[config.mk]
export PLATFORM = sky130hd
export DESIGN_NAME = bcd2bin_seq_flat
export DESIGN_NICKNAME = d
export VERILOG_FILES = /design/src/rtl/bcd2bin_seq_if.sv /design/src/rtl/bcd2bin_seq.sv /design/src/flat_wrapper.sv
export SDC_FILE = /design/constraint.sdc
export NUM_CORES = 1
export LEC_CHECK = 0
export CORE_MARGIN = 2
export CORE_UTILIZATION = 40
export CTS_CLUSTER_SIZE = 30
export DETAILED_ROUTE_END_ITERATION = 10
export GPL_TIMING_DRIVEN = 0
export PLACE_DENSITY = 0.74
export SYNTH_ARGS = -nofsm -noshare
export SYNTH_HDL_FRONTEND = slang
export SYNTH_SLANG_ARGS = --single-unit
export TNS_END_PERCENT = 20
[constraint.sdc]
create_clock -name clk -period 1.64 [get_ports clk]
set_input_delay 0.246 -clock clk [delete_from_list [all_inputs] [get_ports clk]]
set_output_delay 0.246 -clock clk [all_outputs]
set_load 0.005 [all_outputs]
[src/rtl/bcd2bin_seq_if.sv]
// Start/busy/done handshake and data bus for the sequential BCD-to-binary converter.
interface bcd2bin_seq_if #(
    parameter int unsigned DIGITS = 4,
    parameter int unsigned BIN_W  = 16
);
    logic                  start;
    logic [4*DIGITS-1:0]   bcd_in;
    logic                  busy;
    logic                  done;
    logic                  err;
    logic [BIN_W-1:0]      bin_out;

    modport master (
        output start, bcd_in,
        input  busy, done, err, bin_out
    );

    modport slave (
        input  start, bcd_in,
        output busy, done, err, bin_out
    );
endinterface

[src/rtl/bcd2bin_seq.sv]
// Sequential BCD-to-binary converter (reverse double dabble): one shift/correct
// step per clock, BIN_W steps per conversion, flags digits above 9.
module bcd2bin_seq #(
    parameter int unsigned DIGITS = 4,
    parameter int unsigned BIN_W  = 16
) (
    input  logic           clk,
    input  logic           rst,
    bcd2bin_seq_if.slave   bus
);
    localparam int unsigned BCD_W  = 4 * DIGITS;
    localparam int unsigned WORK_W = BCD_W + BIN_W;
    localparam int unsigned CNT_W  = $clog2(BIN_W);

    typedef enum logic [1:0] {
        IDLE = 2'd0,
        CONV = 2'd1,
        DONE = 2'd2
    } state_t;

    state_t              state;
    logic [WORK_W-1:0]   work;
    logic [WORK_W-1:0]   shifted_c;
    logic [WORK_W-1:0]   work_nxt_c;
    logic [CNT_W-1:0]    count;
    logic                err_pend;
    logic                bad_digit_c;
    logic                busy_q;
    logic                done_q;
    logic                err_q;
    logic [BIN_W-1:0]    bin_q;

    // One conversion step: shift right, then pull every BCD digit >= 8 down by 3
    always_comb begin
        shifted_c  = {1'b0, work[WORK_W-1:1]};
        work_nxt_c = shifted_c;
        for (int d = 0; d < int'(DIGITS); d++) begin
            if (shifted_c[BIN_W + 4*d + 3]) begin
                work_nxt_c[BIN_W + 4*d +: 4] = shifted_c[BIN_W + 4*d +: 4] - 4'd3;
            end
        end
    end

    always_comb begin
        bad_digit_c = 1'b0;
        for (int d = 0; d < int'(DIGITS); d++) begin
            if (bus.bcd_in[4*d +: 4] > 4'd9) begin
                bad_digit_c = 1'b1;
            end
        end
    end

    always_ff @(posedge clk) begin
        if (rst) begin
            state    <= IDLE;
            work     <= '0;
            count    <= '0;
            err_pend <= 1'b0;
            busy_q   <= 1'b0;
            done_q   <= 1'b0;
            err_q    <= 1'b0;
            bin_q    <= '0;
        end else begin
            done_q <= 1'b0;
            case (state)
                IDLE: begin
                    if (bus.start) begin
                        work     <= {bus.bcd_in, BIN_W'(0)};
                        count    <= '0;
                        err_pend <= bad_digit_c;
                        busy_q   <= 1'b1;
                        state    <= CONV;
                    end
                end
                CONV: begin
                    work  <= work_nxt_c;
                    count <= count + CNT_W'(1);
                    if (count == CNT_W'(BIN_W - 1)) begin
                        state  <= DONE;
                        busy_q <= 1'b0;
                        done_q <= 1'b1;
                        err_q  <= err_pend;
                        bin_q  <= err_pend ? '0 : work_nxt_c[BIN_W-1:0];
                    end
                end
                DONE: begin
                    state <= IDLE;
                end
                default: begin
                    state <= IDLE;
                end
            endcase
        end
    end

    assign bus.busy    = busy_q;
    assign bus.done    = done_q;
    assign bus.err     = err_q;
    assign bus.bin_out = bin_q;
endmodule
[src/flat_wrapper.sv]
// flat-port wrapper written by rule: the top's interface ports become plain ports
module bcd2bin_seq_flat 
#(
    parameter int unsigned DIGITS = 4,
    parameter int unsigned BIN_W  = 16
)
  (clk, rst, bus_start, bus_bcd_in, bus_busy, bus_done, bus_err, bus_bin_out);
  bcd2bin_seq_if #(.DIGITS(DIGITS), .BIN_W(BIN_W)) bus_i ();
  input  logic clk;
  input  logic rst;
  input wire logic [$bits(bus_i.start)-1:0] bus_start;
  input wire logic [$bits(bus_i.bcd_in)-1:0] bus_bcd_in;
  output wire logic [$bits(bus_i.busy)-1:0] bus_busy;
  output wire logic [$bits(bus_i.done)-1:0] bus_done;
  output wire logic [$bits(bus_i.err)-1:0] bus_err;
  output wire logic [$bits(bus_i.bin_out)-1:0] bus_bin_out;
  assign bus_i.start = bus_start;
  assign bus_i.bcd_in = bus_bcd_in;
  assign bus_busy = bus_i.busy;
  assign bus_done = bus_i.done;
  assign bus_err = bus_i.err;
  assign bus_bin_out = bus_i.bin_out;
  bcd2bin_seq #(.DIGITS(DIGITS), .BIN_W(BIN_W)) u_core (.clk(clk), .rst(rst), .bus(bus_i));
endmodule
==> results of run 1 <==
==> synth_stat cells (3+ instances only) <==
library cell and n:
a21oi_1 35, a221oi_1 3, a22oi_1 21, a31oi_1 3, buf_2 9, clkbuf_1 6
dfxtp_1 57, ha_1 4, mux2i_1 3, nand2_1 24, nand2b_1 7, nand3_1 5
nand3b_1 20, nor2_1 48, nor3_1 4, nor3b_1 3, o211ai_1 3, o21ai_0 6
xnor2_1 3, xor2_1 3
==> cell type report <==
cell class | count | area share
inverters | 1 | 0.00120
plain buffers | 21 | 0.0369
multi-input cells | 212 | 0.395
repair buffers | 35 | 0.112
well taps | 75 | 0.0301
clock buffers | 9 | 0.0397
clock inverters | 6 | 0.0192
flip-flops and latches | 57 | 0.366
==> logic make-up after synthesis <==
logic type / synth area share
AND/OR/NAND/NOR: 0.260
AO/OA/AOI/OAI: 0.181
flip-flops: 0.459
buffers and inverters: 0.0468
XOR/XNOR: 0.0211
adder cells (fa/ha/maj): 0.0201
multiplexers: 0.0121
==> placed cells by master (no fill, tap or decap), types with 7 or more instances in the layout <==
master           synthesis  layout
nand2_1                 24      24
dfxtp_1                 57      57
clkbuf_8                 0       9
nand3b_1                20      20
a21oi_1                 35      35
nor2_1                  48      48
nand2b_1                 7       7
buf_2                    9       8
a22oi_1                 21      21
clkdlybuf4s50_1          0      35
==> power by group through the flow <==
stage	clock network [uW]	logic [uW]	registers (uW)
after floorplan	0	216	1490
after global placement	0	311	1500
after detailed placement	0	317	1500
after CTS	1260	320	1470
after global routing	1320	354	1480
final	1250	321	1470
==> final timing paths <==
path / startpoint / to / slack (ns) / cells past startpoint
max: u_core.count[0] / u_core.bus.busy / 0.13 / 6
min: rst / u_core.state[1] / 0.29 / 2
max reg2reg: u_core.count[0] / u_core.bus.busy / 0.13 / 6
min reg2reg: u_core.bus.bin_out[9] / u_core.bus.bin_out[9] / 0.45 / 2
==> sequential cells by signal, indices dropped and copies added (netlist names) <==
register	flops
u_core.work	31
u_core.bus.bin_out	16
u_core.count	4
u_core.state	2
u_core.bus.busy	1
u_core.bus.done	1
u_core.bus.err	1
u_core.err_pend	1
==> metal layers <==
metal  routed length (um)  GRT usage  up-vias
met1                 2660      0.223     1057
met4                  180      0.109        0
met5                    0          0        -
met3                  285     0.0368       18
li1                     -          -     1116
met2                 2760      0.272       65
==> through the flow <==
step,worst slack (ns),util
4_1_cts,0.0955,0.523
3_3_place_gp,0.120,0.492
3_5_place_dp,0.109,0.492
2_1_floorplan,0.258,-
5_1_grt,0.0109,0.524
6_report,0.134,0.524
==> repair_timing <==
item                                    4_1_cts  5_1_grt
gates resized for setup                       0        2
hold buffers                                  0        0
endpoints found under the setup margin        0       18
==> out/results.tsv, run 1 <==
stage	metric	value	unit
status	status	finished, final reports clean	
routing	DRC viols	0	
floorplan	total core area	5960	um^2
floorplan	die area	6860	um^2
synthesis	Synth Instances	291	
timing	setup_tns	0	ns
synthesis	Synth top area share	0.459	
pwr	Psw	782	uW
routing	routed len/inst	14.1	um
cells_and_area	NumNets Final	360	
timing	fmax	0.664	GHz
routing	initial drt markers	152	
worst_setup_path	worst-path maximum fanout	10	
global_route	largest net degree at the start of global routing	11	
timing	final setup fails	0	
synthesis	Seq cells post-synth	57	
pwr	Tot Pwr	3040	uW
worst_setup_path	Worst Setup Start Kind	flop	
routing	via count	2256	
cells_and_area	Filler cells	577	
global_route	global-route wire length before repair	9740	um
pwr	Int Power	2260	uW
placed_design	dpl cells	401	
floorplan	Die Y	82.8	um
cells_and_area	final instance area	3120	um^2
pwr	Logic pwr share	0.105	
synthesis	post-synth cell types	37	
run	max_cap viols	0	
synthesis	register area share after synthesis	0.459	
routing	Post-Route WL	5880	um
pwr	Sequential Power Share	0.485	
timing	Hold Violations, Final	0	
cells_and_area	share of cells above drive strength 1	0.111	
timing	Slew HR	0.617	
synthesis	Syn Nets	314	
cells_and_area	ANT cells	0	
clocking	cts bufs inserted	9	
timing	clock skew	0.00439	ns
synthesis	dominant cell type by area after synthesis	dfxtp_1	
clocking	Worst-Skew Late Latency	0.34	ns
routing	Pre-antenna DRT Iters	6	
placed_design	routability cong.	0.846	
timing	Final Max Tran Viols	0	
worst_setup_path	Arrival @ worst endpoint	1.72	ns
pwr	worst vdd ir	0.000718	V
clocking	CTS Buffer Depth	2	
synthesis	Avg Synthesized Cell Area	8.54	um^2
placed_design	placed inst area	2930	um^2
synthesis	Async SR Flop Fraction	0	
pwr	sw frac	0.257	
synthesis	YS warnings	0	
clocking	Reg clk slew, reported paths	0.07	ns
global_route	vias in the first global route	2089	
synthesis	Synth Cell Area	2490	um^2
routing	vias per cell	5.42	
clocking	CTS tree	done	
floorplan	Initial Util	0.417	
hold_path	Tightest Hold Check Type	primary input to flop	
cells_and_area	area grow syn2layout	25.6	%
timing	worst slew pin tran	0.575	ns
worst_setup_path	Setup CP Type	flop to flop	
timing	WHS	0.285	ns
pwr	clock share of power	0.410	
worst_setup_path	Critical Path RT	1.85	ns
global_route	gr ovfl total	0	
global_route	GRT Total Usage	0.176	
pwr	leakage power	0.00110	uW
worst_setup_path	slowest stage cell, crit path	dfxtp_1	
worst_setup_path	Crit. End Element	flop	
synthesis	ys flop type	dfxtp_1	
floorplan	Ports	38	
clocking	clk root buf	clkbuf_8	
timing	RSZ-0062 raised after global routing	false	
pwr	PD cells	975	nW/um^2
routing	Detail Route Antenna Nets	0	
cells_and_area	Register Area	1140	um^2
placed_design	half-perimeter wire length after placement	4010	um
synthesis	Post-synth EDFFs	0	
clocking	setup bufs post-CTS	0	
placed_design	IO Port Bufs	35	
timing	post-layout min period	1.51	ns
clocking	CTS sink count	57	
worst_setup_path	CP bufs+invs	1	
worst_setup_path	CP cell instances	ha_1 -> nand3_2 -> or2_2 -> buf_2 -> o21ai_0 -> nor2_1	
worst_setup_path	CP top delay family	simple AND/OR/NAND/NOR gates	
synthesis	dominant cells by area after synthesis	dfxtp_1 (46%), nor2_1 (7.2%), a21oi_1 (7.0%), a22oi_1 (6.3%), nand3b_1 (6.0%)	
cells_and_area	Final Non-Filler Cells	416	
floorplan	Die X	82.8	um
global_route	initial antenna violation count	0	
cells_and_area	multi-input logic area	1230	um^2
floorplan	# rows	28	
worst_setup_path	Max stage delay on crit path	0.38	ns
timing	Final period util	0.919	
clocking	H-tree lvl count	3	
No activity file was read; power rests on OpenSTA's default activity.
==> run 2: changes to the inputs <==
- GPL_TIMING_DRIVEN: 0 -> 1
- clock period: 1.64 -> 1.55 ns (I/O delays scaled with it)
==> run 2 against run 1 <==
  * Wire length shrank 5.8%
  * Clock power shrank 4%
  * Flip-flop and latch count is the same
  * Highest routed layer unchanged
==> out/results.tsv, run 2 (same netlist as run 1, synthesis figures left out) <==
stage	metric	value	unit	change
worst_setup_path	worst r2r src	u_core.state[0]		
cells_and_area	final instance area	3110	um^2	-0.24%
worst_setup_path	CP top delay family	buffers and inverters		
timing	fmax	0.704	GHz	
routing	initial drt markers	107		-30%
global_route	grt met2 use	0.268		-0.00367
clocking	CTS sink count	57		unchanged
routing	via count	2175		-3.6%
timing	Hold Violations, Final	0		unchanged
worst_setup_path	CP bufs+invs	1		unchanged
clocking	CTS Buffer Depth	2		unchanged
routing	routed len/inst	13.5	um	-4.1%
cells_and_area	commonest cells after routing, fill and taps aside	dfxtp_1 (57), nor2_1 (48), clkdlybuf4s50_1 (36), a21oi_1 (35), nand2_1 (24)		
run	max_cap viols	0		unchanged
worst_setup_path	R2R Setup Slk	0.13	ns	about the same
timing	Slew HR	0.672		+0.0553
worst_setup_path	worst-path maximum fanout	2		-8
timing	setup_tns	0	ns	unchanged
timing	clock skew	0.00624	ns	+0.00186 ns
worst_setup_path	Crit. End Element	output port		
placed_design	placed inst area	2940	um^2	+0.43%
global_route	GRT Total Usage	0.167		-0.00869
global_route	vias in the first global route	2038		-2.4%
floorplan	die area	6860	um^2	unchanged
clocking	Resize count post-CTS	0		unchanged
pwr	PD cells	991	nW/um^2	+1.7%
cells_and_area	Filler cells	569		-1.4%
worst_setup_path	CP cell instances	clkdlybuf4s50_1		
pwr	leakage power	0.00111	uW	+0.27%
timing	post-layout min period	1.42	ns	
floorplan	Die Y	82.8	um	unchanged
cells_and_area	multi-input logic area	1230	um^2	-0.20%
worst_setup_path	Arrival @ worst endpoint	1.19	ns	-0.53 ns
timing	final setup fails	0		unchanged
routing	Detail Route Antenna Nets	0		unchanged
worst_setup_path	RR Endpoint	u_core.count[2]		
global_route	largest net degree at the start of global routing	26		+15
cells_and_area	NumNets Final	354		-1.7%
clocking	Reg clk slew, reported paths	0.06	ns	about the same
global_route	gr ovfl total	0		unchanged
placed_design	half-perimeter wire length after placement	3750	um	-6.6%
cells_and_area	Largest Register	u_core.work		
status	status	finished, final reports clean		
worst_setup_path	Critical Path RT	1.32	ns	-0.53 ns
clocking	# hold bufs at CTS	0		unchanged
worst_setup_path	R2R cell count	4		-2
worst_setup_path	slowest stage cell, crit path	clkdlybuf4s50_1		
timing	worst slew pin tran	0.492	ns	-0.0830 ns
floorplan	total core area	5960	um^2	unchanged
clocking	setup bufs post-CTS	0		unchanged
timing	Final period util	0.916		
floorplan	Ports	38		unchanged
placed_design	IO Port Bufs	37		+5.7%
pwr	Tot Pwr	3090	uW	+1.5%
global_route	global route hottest layer	met2		
hold_path	Tightest Hold Check Type	primary input to flop		
floorplan	# rows	28		unchanged
pwr	worst vdd ir	0.000531	V	-26%
placed_design	routability cong.	0.785		-7.2%
cells_and_area	Register Area	1140	um^2	unchanged
clocking	cts bufs inserted	9		unchanged
global_route	initial antenna violation count	0		unchanged
cells_and_area	ANT cells	0		unchanged
cells_and_area	most common cell after layout, fill and taps aside	dfxtp_1		
clocking	H-tree lvl count	3		unchanged
routing	DRC viols	0		unchanged
worst_setup_path	Worst Setup Start Kind	flop		
routing	vias per cell	5.32		-1.9%
hold_path	end of the worst hold path	u_core.work[31]		
global_route	met1 Use GR	0.207		-0.0160
cells_and_area	share of cells above drive strength 1	0.111		-0.000659
global_route	global-route wire length before repair	9340	um	-4.2%
floorplan	Die X	82.8	um	unchanged
cells_and_area	area grow syn2layout	25.3	%	
routing	Post-Route WL	5540	um	-5.8%
timing	Final Max Tran Viols	0		unchanged
floorplan	Initial Util	0.417		unchanged
global_route	met3 GRT Util	0.0278		-0.00895
clocking	Worst-Skew Late Latency	0.33	ns	about the same
clocking	clk root buf	clkbuf_8		
hold_path	Hold Startpoint	rst		
hold_path	Worst Hold Path Cells	2		unchanged
cells_and_area	max reg flops	31		unchanged
worst_setup_path	Setup CP Type	flop to output port		
clocking	CTS tree	done		
routing	Pre-antenna DRT Iters	4		-2
worst_setup_path	Max stage delay on crit path	0.51	ns	+0.13 ns
cells_and_area	final core utilization	0.523		-0.00126
worst_setup_path	launch point of the worst path	u_core.bus.busy		
run 2: report_power, final:
| part | internal, uW | switching [uW] |
|---|---|---|
| sequential | 1510 | 57.1 |
| clock | 642 | 554 |
| combinational | 162 | 164 |
run 2: how the worst max path moves through the flow:
stage	end	slack, ns	cells past startpoint
after floorplan	u_core.bus.err	0.17	6
after global placement	u_core.work[31]	-0.01	5
after detailed placement	u_core.count[2]	-0.08	5
after CTS	u_core.bus.bin_out[4]	0.08	5
after global routing	u_core.bus.bin_out[13]	-0.005	7
final	bus_busy	0.13	1
run 2: stage by stage:
step	instances	setup WS, ns	hold WS (ns)
2_1_floorplan	291	0.168	0.381
3_5_place_dp	395	-0.0847	0.443
5_1_grt	409	-0.00545	0.359
6_report	409	0.130	0.345
3_3_place_gp	395	-0.0115	0.441
4_1_cts	409	0.0810	0.337
run 2: cell type report:
class	count	share of cell area
clock buffers	11	0.0486
well taps	75	0.0301
clock inverters	3	0.00562
repair buffers	50	0.153
flip-flops and latches	57	0.366
multi-input cells	212	0.395
inverters	1	0.00121
run 2: metal layers:
layer	part of all wire	wire, um
met1	0.46	2560
met2	0.46	2550
met3	0.048	265
met4	0.030	165
met5	0	0
==> run 3: changes to the inputs <==
- clock period: 1.55 -> 1.6 ns (I/O delays scaled with it)
==> run 3 against run 2 <==
  * Highest routed layer unchanged
  * Wire length rose by 2.4%
  * Non-clock buffer count up 3
  * Combinational power is essentially flat
==> out/results.tsv, run 3 (same netlist as run 1, synthesis figures left out) <==
stage	metric	value	unit	change
clocking	clk root buf	clkbuf_8		
timing	setup_tns	0	ns	unchanged
floorplan	Ports	38		unchanged
clocking	H-tree lvl count	3		unchanged
cells_and_area	share of cells above drive strength 1	0.121		+0.0105
cells_and_area	Largest Register	u_core.work		
cells_and_area	max reg flops	31		unchanged
clocking	setup bufs post-CTS	0		unchanged
placed_design	routability cong.	0.764		-2.7%
clocking	Resize count post-CTS	0		unchanged
global_route	global-route wire length before repair	9680	um	+3.7%
floorplan	# rows	28		unchanged
timing	WHS	0.349	ns	+0.00395 ns
clocking	Reg clk slew, reported paths	0.07	ns	about the same
routing	DRC viols	0		unchanged
routing	via count	2191		+0.74%
cells_and_area	area grow syn2layout	29.9	%	
pwr	worst vdd ir	0.000525	V	-1.2%
timing	post-layout min period	1.48	ns	
status	status	finished, final reports clean		
global_route	initial antenna violation count	0		unchanged
pwr	leakage power	0.00116	uW	+4.9%
worst_setup_path	Crit. End Element	flop		
routing	Post-Route WL	5670	um	+2.4%
clocking	CTS tree	done		
hold_path	Tightest Hold Check Type	primary input to flop		
routing	Pre-antenna DRT Iters	4		unchanged
floorplan	die area	6860	um^2	unchanged
clocking	Worst-Skew Late Latency	0.34	ns	about the same
global_route	largest net degree at the start of global routing	27		+3.8%
worst_setup_path	R2R cell count	5		+1
routing	initial drt markers	151		+41%
cells_and_area	Filler cells	540		-5.1%
timing	Slew HR	0.663		-0.00926
worst_setup_path	Critical Path RT	1.83	ns	+0.51 ns
clocking	CTS Buffer Depth	2		unchanged
clocking	# hold bufs at CTS	0		unchanged
placed_design	half-perimeter wire length after placement	3720	um	-0.64%
worst_setup_path	Setup CP Type	flop to flop		
worst_setup_path	Arrival @ worst endpoint	1.71	ns	+0.52 ns
routing	routed len/inst	13.7	um	+1.4%
pwr	Tot Pwr	3650	uW	+18%
hold_path	Worst Hold Path Cells	2		unchanged
timing	RSZ-0062 raised after global routing	false		
global_route	vias in the first global route	2107		+3.4%
cells_and_area	most common cell after layout, fill and taps aside	dfxtp_1		
run	max_cap viols	0		unchanged
clocking	CTS sink count	57		unchanged
routing	vias per cell	5.31		-0.24%
placed_design	IO Port Bufs	37		unchanged
cells_and_area	NumNets Final	357		+0.85%
floorplan	total core area	5960	um^2	unchanged
cells_and_area	commonest cells after routing, fill and taps aside	dfxtp_1 (57), nor2_1 (48), clkdlybuf4s50_1 (36), a21oi_1 (35), nand2_1 (24)		
floorplan	Die Y	82.8	um	unchanged
timing	clock skew	0.00929	ns	+0.00305 ns
worst_setup_path	Worst Setup Start Kind	flop		
global_route	GRT Total Usage	0.176		+0.00872
timing	worst slew pin tran	0.506	ns	+0.0139 ns
clocking	cts bufs inserted	9		unchanged
timing	Hold Violations, Final	0		unchanged
timing	Final period util	0.924		
worst_setup_path	worst-path maximum fanout	20		+18
global_route	gr ovfl total	0		unchanged
pwr	PD cells	1130	nW/um^2	+14%
timing	Final Max Tran Viols	0		unchanged
routing	Detail Route Antenna Nets	0		unchanged
cells_and_area	ANT cells	0		unchanged
floorplan	Die X	82.8	um	unchanged
timing	fmax	0.677	GHz	
placed_design	placed inst area	2970	um^2	+0.77%
cells_and_area	final instance area	3230	um^2	+3.7%
timing	final setup fails	0		unchanged
floorplan	Initial Util	0.417		unchanged
## run 3: layer usage
layer	vias up	wire length [um]	GRT usage
met5	-	0	0
met4	0	125	0.104
met3	10	305	0.0586
met2	51	2690	0.277
met1	1025	2560	0.207
li1	1105	-	-
## run 3: per-stage QoR
step / utilization / setup WS (ns) / instances
floorplan: - / 0.218 / 291
global placement: 0.498 / 0.0123 / 398
detailed placement: 0.498 / -0.00935 / 398
CTS: 0.542 / 0.106 / 413
global route: 0.542 / 0.0315 / 413
finish: 0.542 / 0.122 / 413
## run 3: final timing paths
path	slack, ns	endpoint	from
worst min-delay path	0.35	u_core.state[1]	rst
worst max-delay path	0.12	u_core.bus.bin_out[10]	u_core.count[0]
worst max register to register	0.12	u_core.bus.bin_out[10]	u_core.count[0]
worst min register to register	0.45	u_core.bus.bin_out[5]	u_core.bus.bin_out[5]
## run 3: power by group
| group | total, uW | internal (uW) | switching [uW] |
|---|---|---|---|
| combinational | 324 | 162 | 162 |
| clock | 1810 | 1230 | 583 |
| sequential | 1520 | 1460 | 54.8 |
| total | 3650 | 2850 | 799 |
## run 3: critical path: stages, from the launching register on
cell     delay [ns]
dfxtp_1        0.39
ha_1           0.21
nand3_1        0.12
or2_2          0.45
nand2_1        0.12
a21oi_1        0.07
## run 3: area by class of cell
class / count / area, um^2 / share of cell area
Multi-Input combinational cell: 212 / 1230 / 0.380
Sequential cell: 57 / 1140 / 0.353
Tap cell: 75 / 93.8 / 0.0290
Timing Repair Buffer: 53 / 498 / 0.154
Inverter: 1 / 3.75 / 0.00116
Clock inverter: 5 / 128 / 0.0395
Clock buffer: 10 / 138 / 0.0426
